==> src/rtl/stopwatch_pkg.sv <==
// Shared widths, packed time type, field limits and FSM encoding for the
// stopwatch timekeeping core.
package stopwatch_pkg;

  localparam int unsigned HR_W   = 5;
  localparam int unsigned MIN_W  = 6;
  localparam int unsigned SEC_W  = 6;
  localparam int unsigned CS_W   = 7;
  localparam int unsigned TIME_W = HR_W + MIN_W + SEC_W + CS_W;

  localparam logic [CS_W-1:0]  CS_MAX  = 7'd99;
  localparam logic [SEC_W-1:0] SEC_MAX = 6'd59;
  localparam logic [MIN_W-1:0] MIN_MAX = 6'd59;

  typedef struct packed {
    logic [HR_W-1:0]  hr;
    logic [MIN_W-1:0] min;
    logic [SEC_W-1:0] sec;
    logic [CS_W-1:0]  cs;
  } time_t;

  typedef enum logic [1:0] {
    ST_STOPPED = 2'd0,
    ST_RUNNING = 2'd1,
    ST_EXPIRED = 2'd2
  } state_t;

  function automatic time_t unpack_time(input logic [TIME_W-1:0] v);
    return time_t'(v);
  endfunction

  function automatic logic [TIME_W-1:0] pack_time(input time_t t);
    return t;
  endfunction

  // Clamp each field of an externally supplied preset to its legal range.
  function automatic time_t sat_time(input time_t t,
                                     input logic [CS_W-1:0] cs_top,
                                     input logic [HR_W-1:0] hr_top);
    time_t s;
    s.cs  = (t.cs  > cs_top)  ? cs_top  : t.cs;
    s.sec = (t.sec > SEC_MAX) ? SEC_MAX : t.sec;
    s.min = (t.min > MIN_MAX) ? MIN_MAX : t.min;
    s.hr  = (t.hr  > hr_top)  ? hr_top  : t.hr;
    return s;
  endfunction

endpackage

==> src/rtl/tick_gen.sv <==
// Time-base prescaler: one registered tick pulse every DIV enabled cycles,
// with the first pulse consumed exactly DIV cycles after a restart.
module tick_gen #(
  parameter int unsigned DIV = 10
) (
  input  logic CLK100MHZ,
  input  logic rst,
  input  logic restart,
  input  logic enable,
  output logic tick
);

  localparam int unsigned CW = (DIV > 1) ? $clog2(DIV) : 1;
  localparam logic [CW-1:0] LAST = CW'(DIV - 1);
  localparam logic [CW-1:0] PRE  = CW'(DIV - 2);

  logic [CW-1:0] r_cnt;
  logic          r_tick;

  // The pulse is raised one count early so the consumer sees it on the
  // DIV-th edge despite the register stage.
  always_ff @(posedge CLK100MHZ) begin
    if (rst || restart) begin
      r_cnt  <= '0;
      r_tick <= 1'b0;
    end else if (enable) begin
      r_cnt  <= (r_cnt == LAST) ? '0 : r_cnt + CW'(1);
      r_tick <= (r_cnt == PRE);
    end else begin
      r_tick <= 1'b0;
    end
  end

  assign tick = r_tick;

endmodule

==> src/rtl/stopwatch_lap_core.sv <==
// Up/down hh:mm:ss.cc timekeeping core with preset load, expiry flag and a
// small lap-split buffer read through a registered port.
module stopwatch_lap_core
  import stopwatch_pkg::*;
#(
  parameter int unsigned CLK_HZ    = 100_000_000,
  parameter int unsigned TICK_HZ   = 100,
  parameter int unsigned LAP_DEPTH = 4,
  parameter int unsigned HR_MAX    = 23,
  localparam int unsigned IDX_W    = (LAP_DEPTH > 1) ? $clog2(LAP_DEPTH) : 1,
  localparam int unsigned CNT_W    = $clog2(LAP_DEPTH + 1)
) (
  input  logic              CLK100MHZ,
  input  logic              rst,
  input  logic              start_stop,
  input  logic              clear,
  input  logic              lap,
  input  logic              mode,
  input  logic              load,
  input  logic [23:0]       load_time,
  input  logic [IDX_W-1:0]  lap_rd_idx,
  output logic              running,
  output logic              expired,
  output logic [6:0]        centiseconds,
  output logic [5:0]        seconds,
  output logic [5:0]        minutes,
  output logic [4:0]        hours,
  output logic [CNT_W-1:0]  lap_count,
  output logic              lap_full,
  output logic [23:0]       lap_rd_data
);

  localparam int unsigned DIV = CLK_HZ / TICK_HZ;
  localparam logic [CS_W-1:0] CS_TOP = CS_W'(TICK_HZ - 1);
  localparam logic [HR_W-1:0] HR_TOP = HR_W'(HR_MAX);

  state_t              r_state;
  time_t               r_time;
  logic                r_mode;
  logic                r_running;
  logic                r_expired;
  logic [CNT_W-1:0]    r_lap_count;
  time_t               r_lap_rd;
  time_t               r_lap_mem [LAP_DEPTH];

  logic                w_tick;
  logic                w_zero;
  logic                w_full;
  logic                w_start;
  logic                w_lap_we;
  logic [IDX_W-1:0]    w_wr_idx;
  time_t               w_inc;
  time_t               w_dec;
  time_t               w_load_val;

  function automatic time_t inc_time(input time_t t);
    time_t n;
    n = t;
    if (t.cs != CS_TOP) n.cs = t.cs + 7'd1;
    else begin
      n.cs = '0;
      if (t.sec != SEC_MAX) n.sec = t.sec + 6'd1;
      else begin
        n.sec = '0;
        if (t.min != MIN_MAX) n.min = t.min + 6'd1;
        else begin
          n.min = '0;
          n.hr  = (t.hr == HR_TOP) ? '0 : t.hr + 5'd1;
        end
      end
    end
    return n;
  endfunction

  function automatic time_t dec_time(input time_t t);
    time_t n;
    n = t;
    if (t.cs != '0) n.cs = t.cs - 7'd1;
    else begin
      n.cs = CS_TOP;
      if (t.sec != '0) n.sec = t.sec - 6'd1;
      else begin
        n.sec = SEC_MAX;
        if (t.min != '0) n.min = t.min - 6'd1;
        else begin
          n.min = MIN_MAX;
          n.hr  = (t.hr == '0) ? HR_TOP : t.hr - 5'd1;
        end
      end
    end
    return n;
  endfunction

  always_comb begin
    w_inc      = inc_time(r_time);
    w_dec      = dec_time(r_time);
    w_load_val = sat_time(unpack_time(load_time), CS_TOP, HR_TOP);
  end

  assign w_zero   = (r_time == '0);
  assign w_full   = (r_lap_count == CNT_W'(LAP_DEPTH));
  // A load in the same cycle wins over start; a zero down-count cannot start.
  assign w_start  = start_stop && !clear && !load && (r_state == ST_STOPPED) &&
                    (!mode || !w_zero);
  assign w_lap_we = !rst && !clear && lap && !w_full && (r_state == ST_RUNNING);
  assign w_wr_idx = IDX_W'(r_lap_count);

  tick_gen #(.DIV(DIV)) u_tick_gen (
    .CLK100MHZ (CLK100MHZ),
    .rst       (rst),
    .restart   (clear || w_start),
    .enable    (r_state == ST_RUNNING),
    .tick      (w_tick)
  );

  always_ff @(posedge CLK100MHZ) begin
    if (rst) begin
      r_state     <= ST_STOPPED;
      r_time      <= '0;
      r_mode      <= 1'b0;
      r_running   <= 1'b0;
      r_expired   <= 1'b0;
      r_lap_count <= '0;
      r_lap_rd    <= '0;
    end else begin
      r_lap_rd <= (32'(lap_rd_idx) < 32'(r_lap_count)) ? r_lap_mem[lap_rd_idx] : '0;
      if (clear) begin
        r_state     <= ST_STOPPED;
        r_time      <= '0;
        r_running   <= 1'b0;
        r_expired   <= 1'b0;
        r_lap_count <= '0;
      end else begin
        if (w_lap_we) r_lap_count <= r_lap_count + CNT_W'(1);
        unique case (r_state)
          ST_STOPPED: begin
            r_mode <= mode;
            if (load) r_time <= w_load_val;
            else if (w_start) begin
              r_state   <= ST_RUNNING;
              r_running <= 1'b1;
            end
          end
          ST_RUNNING: begin
            // Stop first so a tick landing on the same edge still counts and
            // an expiry produced by that tick takes precedence.
            if (start_stop) begin
              r_state   <= ST_STOPPED;
              r_running <= 1'b0;
            end
            if (w_tick) begin
              if (r_mode) begin
                r_time <= w_dec;
                if (w_dec == '0) begin
                  r_state   <= ST_EXPIRED;
                  r_running <= 1'b0;
                  r_expired <= 1'b1;
                end
              end else begin
                r_time <= w_inc;
              end
            end
          end
          ST_EXPIRED: begin
            if (load) begin
              r_time    <= w_load_val;
              r_state   <= ST_STOPPED;
              r_expired <= 1'b0;
            end
          end
          default: r_state <= ST_STOPPED;
        endcase
      end
    end
  end

  always_ff @(posedge CLK100MHZ) begin
    if (w_lap_we) r_lap_mem[w_wr_idx] <= r_time;
  end

  assign running      = r_running;
  assign expired      = r_expired;
  assign centiseconds = r_time.cs;
  assign seconds      = r_time.sec;
  assign minutes      = r_time.min;
  assign hours        = r_time.hr;
  assign lap_count    = r_lap_count;
  assign lap_full     = w_full;
  assign lap_rd_data  = r_lap_rd;

endmodule

==> config.mk <==
export PLATFORM = sky130hd
export DESIGN_NAME = stopwatch_lap_core
export DESIGN_NICKNAME = d
export VERILOG_FILES = /design/src/rtl/stopwatch_pkg.sv /design/src/rtl/tick_gen.sv /design/src/rtl/stopwatch_lap_core.sv
export SDC_FILE = /design/constraint.sdc
export NUM_CORES = 1
export LEC_CHECK = 0
export BUFFER_PORTS_ARGS = -buffer_cell sky130_fd_sc_hd__buf_2
export CAP_MARGIN = 20
export CORE_MARGIN = 4
export CORE_UTILIZATION = 42
export DETAILED_ROUTE_END_ITERATION = 7
export HOLD_SLACK_MARGIN = 0.02
export SLEW_MARGIN = 20
export SYNTH_ARGS = -nofsm -noshare
export SYNTH_HDL_FRONTEND = slang
export SYNTH_HIERARCHICAL = 1
export SYNTH_SLANG_ARGS = --single-unit
==> constraint.sdc <==
create_clock -name CLK100MHZ -period 3.3 [get_ports CLK100MHZ]
set_input_delay 0 -clock CLK100MHZ [delete_from_list [all_inputs] [get_ports CLK100MHZ]]
set_output_delay 0 -clock CLK100MHZ [all_outputs]
set_load 0.1 [all_outputs]
* Yosys cells after proc, flatten, opt, wreduce, memory -nomap -nowiden
Memories as Yosys holds them, arrays and structs flattened. A register that Yosys moved wholly into a read port is not among the register bits.
Cells that the tools add are included.
** Word-level totals
- Bits in writable memories :: 96
- Output and inout port bits :: 54
- Flip-flop bits (word level) :: 53
- Bits in read-only memories :: 0
- Memories :: 1
- Input port bits :: 33
- Logic and storage cells :: 133
- Latch bits :: 0
** Memories
- r_lap_mem :: depth 4, bits a word 24, read ports 1, clocked after Yosys merged registers in 1, write ports 1, line stopwatch_lap_core.sv:44 : time_t r_lap_mem [LAP_DEPTH];
** Cells by class
- Shifts and indexed selects :: 0
- Add/subtract/negate cells :: 10
- Multipliers :: 0
- Divide/modulo/power cells :: 0
- Bitwise logic cells :: 3
- Magnitude comparators :: 5
- Reduce and logical (&&, ||, !) cells :: 39
- Equal/unequal tests :: 19
- Mux-type cells :: 45
** Operator list (number)
- 24-bit two-way mux :: 3
- 24-bit zero test :: 2
- 24-bit case mux with 2 select lines :: 1
- 20-bit == test (second input constant) :: 2
- 6-bit two-way mux :: 6
- 17-bit two-way mux :: 2
- 5-bit two-way mux :: 5
- 11-bit two-way mux :: 2
- 7-bit two-way mux :: 3
- 20-bit by 1-bit adder with 20-bit output (second input constant) :: 1
- 20-bit two-way mux :: 1
- 2-bit two-way mux :: 7
- 6-bit by 1-bit adder with 6-bit output (second input constant) :: 2
- 6-bit greater-than comparator (second input constant) :: 2
- 1-bit two-way mux :: 12
- 2-bit != test (second input constant) :: 6
- 6-bit != test (second input constant) :: 2
- 6-bit nonzero test :: 2
- 6-bit by 1-bit subtractor with 6-bit output (second input constant) :: 2
- 5-bit AND reduction :: 2
- 3-bit != test (second input constant) :: 3
- 3-bit AND reduction :: 3
- 1-bit logical AND :: 8
- 2-bit OR reduction :: 4
- 26 further kinds :: 38

* Longest topological paths before layout
- Depth in word-level cells :: 10
- Mapped depth :: 12

* Cells and area by module
Netlist, hierarchy kept.
** By module, submodules not included
- stopwatch_lap_core :: cells each 610, area an instance 7203.2 um^2, times used 1
- tick_gen :: cells each 111, area an instance 984.7 um^2, times used 1

* Worst setup path before layout
No wires, ideal clock.
- Path type :: register to register
- Start point :: register r_lap_count[1], in the netlist lap_count[1]
- End point :: memory r_lap_mem[3][0] (netlist name) (enable)
- Path buffers :: 0
- Period minus slack after synthesis :: 3654 ps
- Library setup time :: 384 ps
- Arrival time :: 3270 ps
- Cell stages (with the launch flop) :: 6
- Setup slack :: -354 ps
- Required time :: 2916 ps
- Cells stage by stage :: dfxtp_1 inv_1 ha_1 and2_1 nor3b_1 and2_1
** On the way
- Word-level cells in the longest chain between the ends :: 6
** Ends and longest elaborated chain
- start: declaration :: line stopwatch_lap_core.sv:42 : logic [CNT_W-1:0] r_lap_count;
- start signal: assignment :: line stopwatch_lap_core.sv:134 : if (w_lap_we) r_lap_count <= r_lap_count + CNT_W'(1);
- 3-bit == test :: line stopwatch_lap_core.sv:101 : assign w_full = (r_lap_count == CNT_W'(LAP_DEPTH));
- named net lap_full :: line stopwatch_lap_core.sv:29 : output logic lap_full,
- 1-bit zero test :: line stopwatch_lap_core.sv:105 : assign w_lap_we = !rst && !clear && lap && !w_full && (r_state == ST_RUNNING);
- 1-bit logical AND (2 in series) :: line stopwatch_lap_core.sv:105
- 1-bit two-way mux :: line stopwatch_lap_core.sv:178 : if (w_lap_we) r_lap_mem[w_wr_idx] <= r_time;
- 1-bit two-way mux (implied by the code) :: line stopwatch_lap_core.sv:178
- end: declaration :: line stopwatch_lap_core.sv:44
The timed path passes the listed nets, and every way through them passes these cells.

* Final worst setup path
- Start point :: register r_time, in the netlist centiseconds[3]
- End point :: register r_state[1]
** On the way
- Word-level cells in the longest chain between the ends :: 7
- Elaborated cells on any way between the ends :: 15
- Classes of those cells :: add/sub (1); eq/ne (1); mux (6); reduce/logical (7)
** Ends and longest elaborated chain
- start: declaration :: line stopwatch_lap_core.sv:38 : time_t r_time;
- start signal: assignment :: line stopwatch_lap_core.sv:138 : if (load) r_time <= w_load_val;
- start signal: assignment :: line stopwatch_lap_core.sv:153 : r_time <= w_dec;
- start signal: assignment :: line stopwatch_lap_core.sv:160 : r_time <= w_inc;
- 7-bit by 1-bit subtractor with 7-bit output or 7-bit nonzero test (tied branches) :: line stopwatch_lap_core.sv:78 : if (t.cs != '0) n.cs = t.cs - 7'd1;
- 7-bit two-way mux or 17-bit two-way mux (tied branches) :: line stopwatch_lap_core.sv:78
- 24-bit zero test :: line stopwatch_lap_core.sv:154 : if (w_dec == '0) begin
- 2-bit two-way mux :: line stopwatch_lap_core.sv:154
- 2-bit two-way mux :: line stopwatch_lap_core.sv:152 : if (r_mode) begin
- 2-bit two-way mux :: line stopwatch_lap_core.sv:151 : if (w_tick) begin
- 2-bit case mux with 3 select lines :: line stopwatch_lap_core.sv:135 : unique case (r_state)
- end signal: assignment :: line stopwatch_lap_core.sv:140 : r_state <= ST_RUNNING;
- end signal: assignment :: line stopwatch_lap_core.sv:148 : r_state <= ST_STOPPED;
- end signal: assignment :: line stopwatch_lap_core.sv:155 : r_state <= ST_EXPIRED;
- end: declaration :: line stopwatch_lap_core.sv:37 : state_t r_state;
Parallel ways exist; a longest one is shown, timed or not.
A chain may end at the register's enable or synchronous reset.

==> results.md <==
- Synthesized area: 8188 um^2
- Async set-reset flop share out of synthesis: 0%
- Initial antenna violation count: 1
- Die height: ~150 um
- DP Worst Slack: about 0.55 ns
- Post-DR vias/cell: between 5 and 6
- Hold Crit Start: load_time[5]
- First-pass GRT wire length: 32.48 mm
- Number of synthesized flops with an enable pin: 96
- Critical Path RT: between 3 and 4 ns
- Initial DRT Pass Iterations: 5
- Max-cap violations: 0
- Yosys reg bits: roughly 170
- Synth Area per Inst: between 10 and 15 um^2
- Gp weighted congestion: roughly 0.94
- I/O pin cnt: 87
- Post-Synth Adder-Cell Area: about 2.4%
- Final Hold Viols: 0
- Clock latency on the worst-skew pair: 0.42 ns
- Fin area: just under 10000 um^2
- Vias: 6200
- Largest family of logic cells by synthesized area: simple AND/OR/NAND/NOR gates
- Setup crit end kind: flip-flop
- Post-Layout Cell Count: approximately 1100
- Count of different cell masters after synthesis: 72
- Worst R2R Path Depth: 6
- PwrDens: 498.8 nW/um^2
- Slew Viols, Final: 0
- Synth Area in Simple Gates: around 17%
- Post-synth top cells: edfxtp_1, dfxtp_1, nor2_1
- TNS Setup: 0 ns
- Slew headroom: 38.04%
- Die W: between 100 and 150 um
- RSZ-0062 raised after global routing: no
- Setup violators final: 0
- Fillers: 1663
- CP Class: flip-flop to flip-flop
- Worst path cell trace: or3_1, o21ai_0, a2111oi_0, nand4_1, or4_1, a21oi_1
- Gr ovfl total: 0
- H-tree lvl count: 4
- CTS Root Cell: clkbuf_16
- Fmax: 352.3 MHz
- Critical path peak fanout: 19
- Critical path's largest stage delay: between 0.7 and 0.8 ns
- Largest net degree at the start of global routing: 47
- Top cells by area, synth: edfxtp_1, dfxtp_1, mux4_2
- Multiplexer area fraction after synthesis: under 10%
- Post-route DRC: 0
- Initial Util: 43.19%
- Final wirelength: approximately 20 mm
- Antenna Nets Post-Route: 0
- Leakage power: 3.559 nW
- Internal reg-to-reg setup slack: ~0.46 ns
- Gate Count Post-Synth: ~700
- Layout cells sized above 1: between 20% and 30%
- Period utilisation layout: a little under nine tenths
- Min-Delay Path Class: primary input to flip-flop
- Rows: 50
- Synth area leader: edfxtp_1
- Compound-cell area share of the yosys netlist: approximately an eighth
- Core Region: roughly 19000 um^2
- Post-Synth XOR/XNOR Area: 3.744%
- Die area: approximately 22000 um^2
- # port buffers: 86
- Main synth FF type: edfxtp_1
- Worst flop-to-flop path startpoint: centiseconds[3]
- Post-synthesis sequential area ratio: between 50% and 60%
- Ys Warns: 6
- Worst Skew: between 0.009 and 0.01 ns
- TritonCTS clock tree: done
- Tightest Pin Transition: slightly above 0.9 ns
- Vias in the first global route: approximately 6000
- Syn_nets: 770
- CTS Buf Count: 17
- Nets: 883
- Max Root-Sink Buffers: 2
- DR iter-0 viols: between 500 and 600
- Final Worst Setup Slack: ~0.46 ns
- Hold EP: centiseconds[5]
- Most common cell in the netlist: edfxtp_1
- Fin crit period: about 2.8 ns
- Worst hold stages: 4
- DP HPWL: 13.69 mm
- Crit start category: flip-flop
- Synth top area share: between 30% and 40%
- CP max-delay cell: dfxtp_1
- Hold_ws: ~0.047 ns
- Placed instance count: 1049
- WL per Instance: roughly 18 um
- Critical path arrival: between 3 and 4 ns
- Final Util: 51.64%
- RR Endpoint: r_state[1]
- Clk slew on worst S/H paths: about 0.070 ns
- Clk sink count: approximately 170
- Run status: finished, final reports clean
- Dpl cell area: around 9000 um^2
- Layout area overhead: 19.56%
- Post-CTS setup buffers: 0
- Max VDD drop: around 0.00035 V
- Total power: about 5 mW
- GRT Overall Usage: between 10% and 20%
- Antenna Cells: 0
==> cell families after synthesis <==
group,after synthesis
XOR/XNOR,35
adder cells (fa/ha/maj),16
flip-flops,173
AND/OR/NAND/NOR,255
buffers and inverters,62
AO/OA/AOI/OAI,154
multiplexers,26
==> power breakdown <==
group | leakage (nW) | switching, mW | internal [mW]
Combinational | 1.74 | 0.400 | 0.195
Sequential | 1.54 | 0.0381 | 2.28
Clock | 0.283 | 0.895 | 1.07
==> layer usage <==
metal	wire length (um)	vias up	part of all wire (%)	track usage, %
li1	-	2948	-	-
met1	9135	3015	45	25.70
met2	9540	214	47	29.75
met3	1351	21	6.7	4.690
met4	209	2	1.0	5.405
met5	7	-	0.035	0
==> cell usage in the layout, fill, tap and decap left out, types with 21 or more instances in the layout <==
cell and count:
dlygate4sd3_1 26, buf_2 86, nand2_1 45, edfxtp_1 96, a21oi_1 42, xnor2_1 21, dfxtp_1 75, mux4_2 24
buf_4 24, o21ai_0 30, nor2b_1 28, nand3_1 26, nor2_1 54
==> worst max-delay path by stage <==
stage / cells after the start / endpoint / startpoint / slack (ns)
global placement: 6 / r_state[1] / centiseconds[4] / 0.63
global route: 6 / r_state[1] / centiseconds[3] / 0.31
finish: 6 / r_state[1] / centiseconds[3] / 0.46
floorplan: 5 / r_lap_mem[3][0] / lap_count[1] / 0.02
CTS: 6 / r_state[1] / centiseconds[3] / 0.52
detailed placement: 6 / r_state[1] / centiseconds[4] / 0.55
==> sequential cells by signal, summed over array words and instances, names as in the netlist, 2 cells and up <==
| name | cells |
|---|---|
| r_lap_mem | 96 |
| lap_count | 3 |
| u_tick_gen/r_cnt | 20 |
| hours | 5 |
| r_state | 2 |
| lap_rd_data | 24 |
| seconds | 6 |
| minutes | 6 |
| centiseconds | 7 |
==> layout make-up <==
type                       count  area (um^2)  share of cell area, %
inverter                      20        75.07                 0.7669
sequential                   173         4427                  45.22
tap                          260        325.3                  3.323
timing repair buffer         136        870.8                  8.896
clock inverter                15        160.2                  1.636
clock buffer                  17        425.4                  4.346
multi-input combinational    486         3506                  35.81
==> critical path: cells and delay by family, from the launching register on <==
kind            cells  cell delay (ns)
compound gates      3             0.92
flops               1             0.73
simple gates        3             1.11
==> what timing repair did <==
| item | CTS | global route |
|---|---|---|
| resized for setup | 0 | 0 |
| endpoints found under the hold margin | 26 | 0 |
| hold buffers | 26 | 0 |
No activity file was read; power rests on OpenSTA's default activity.
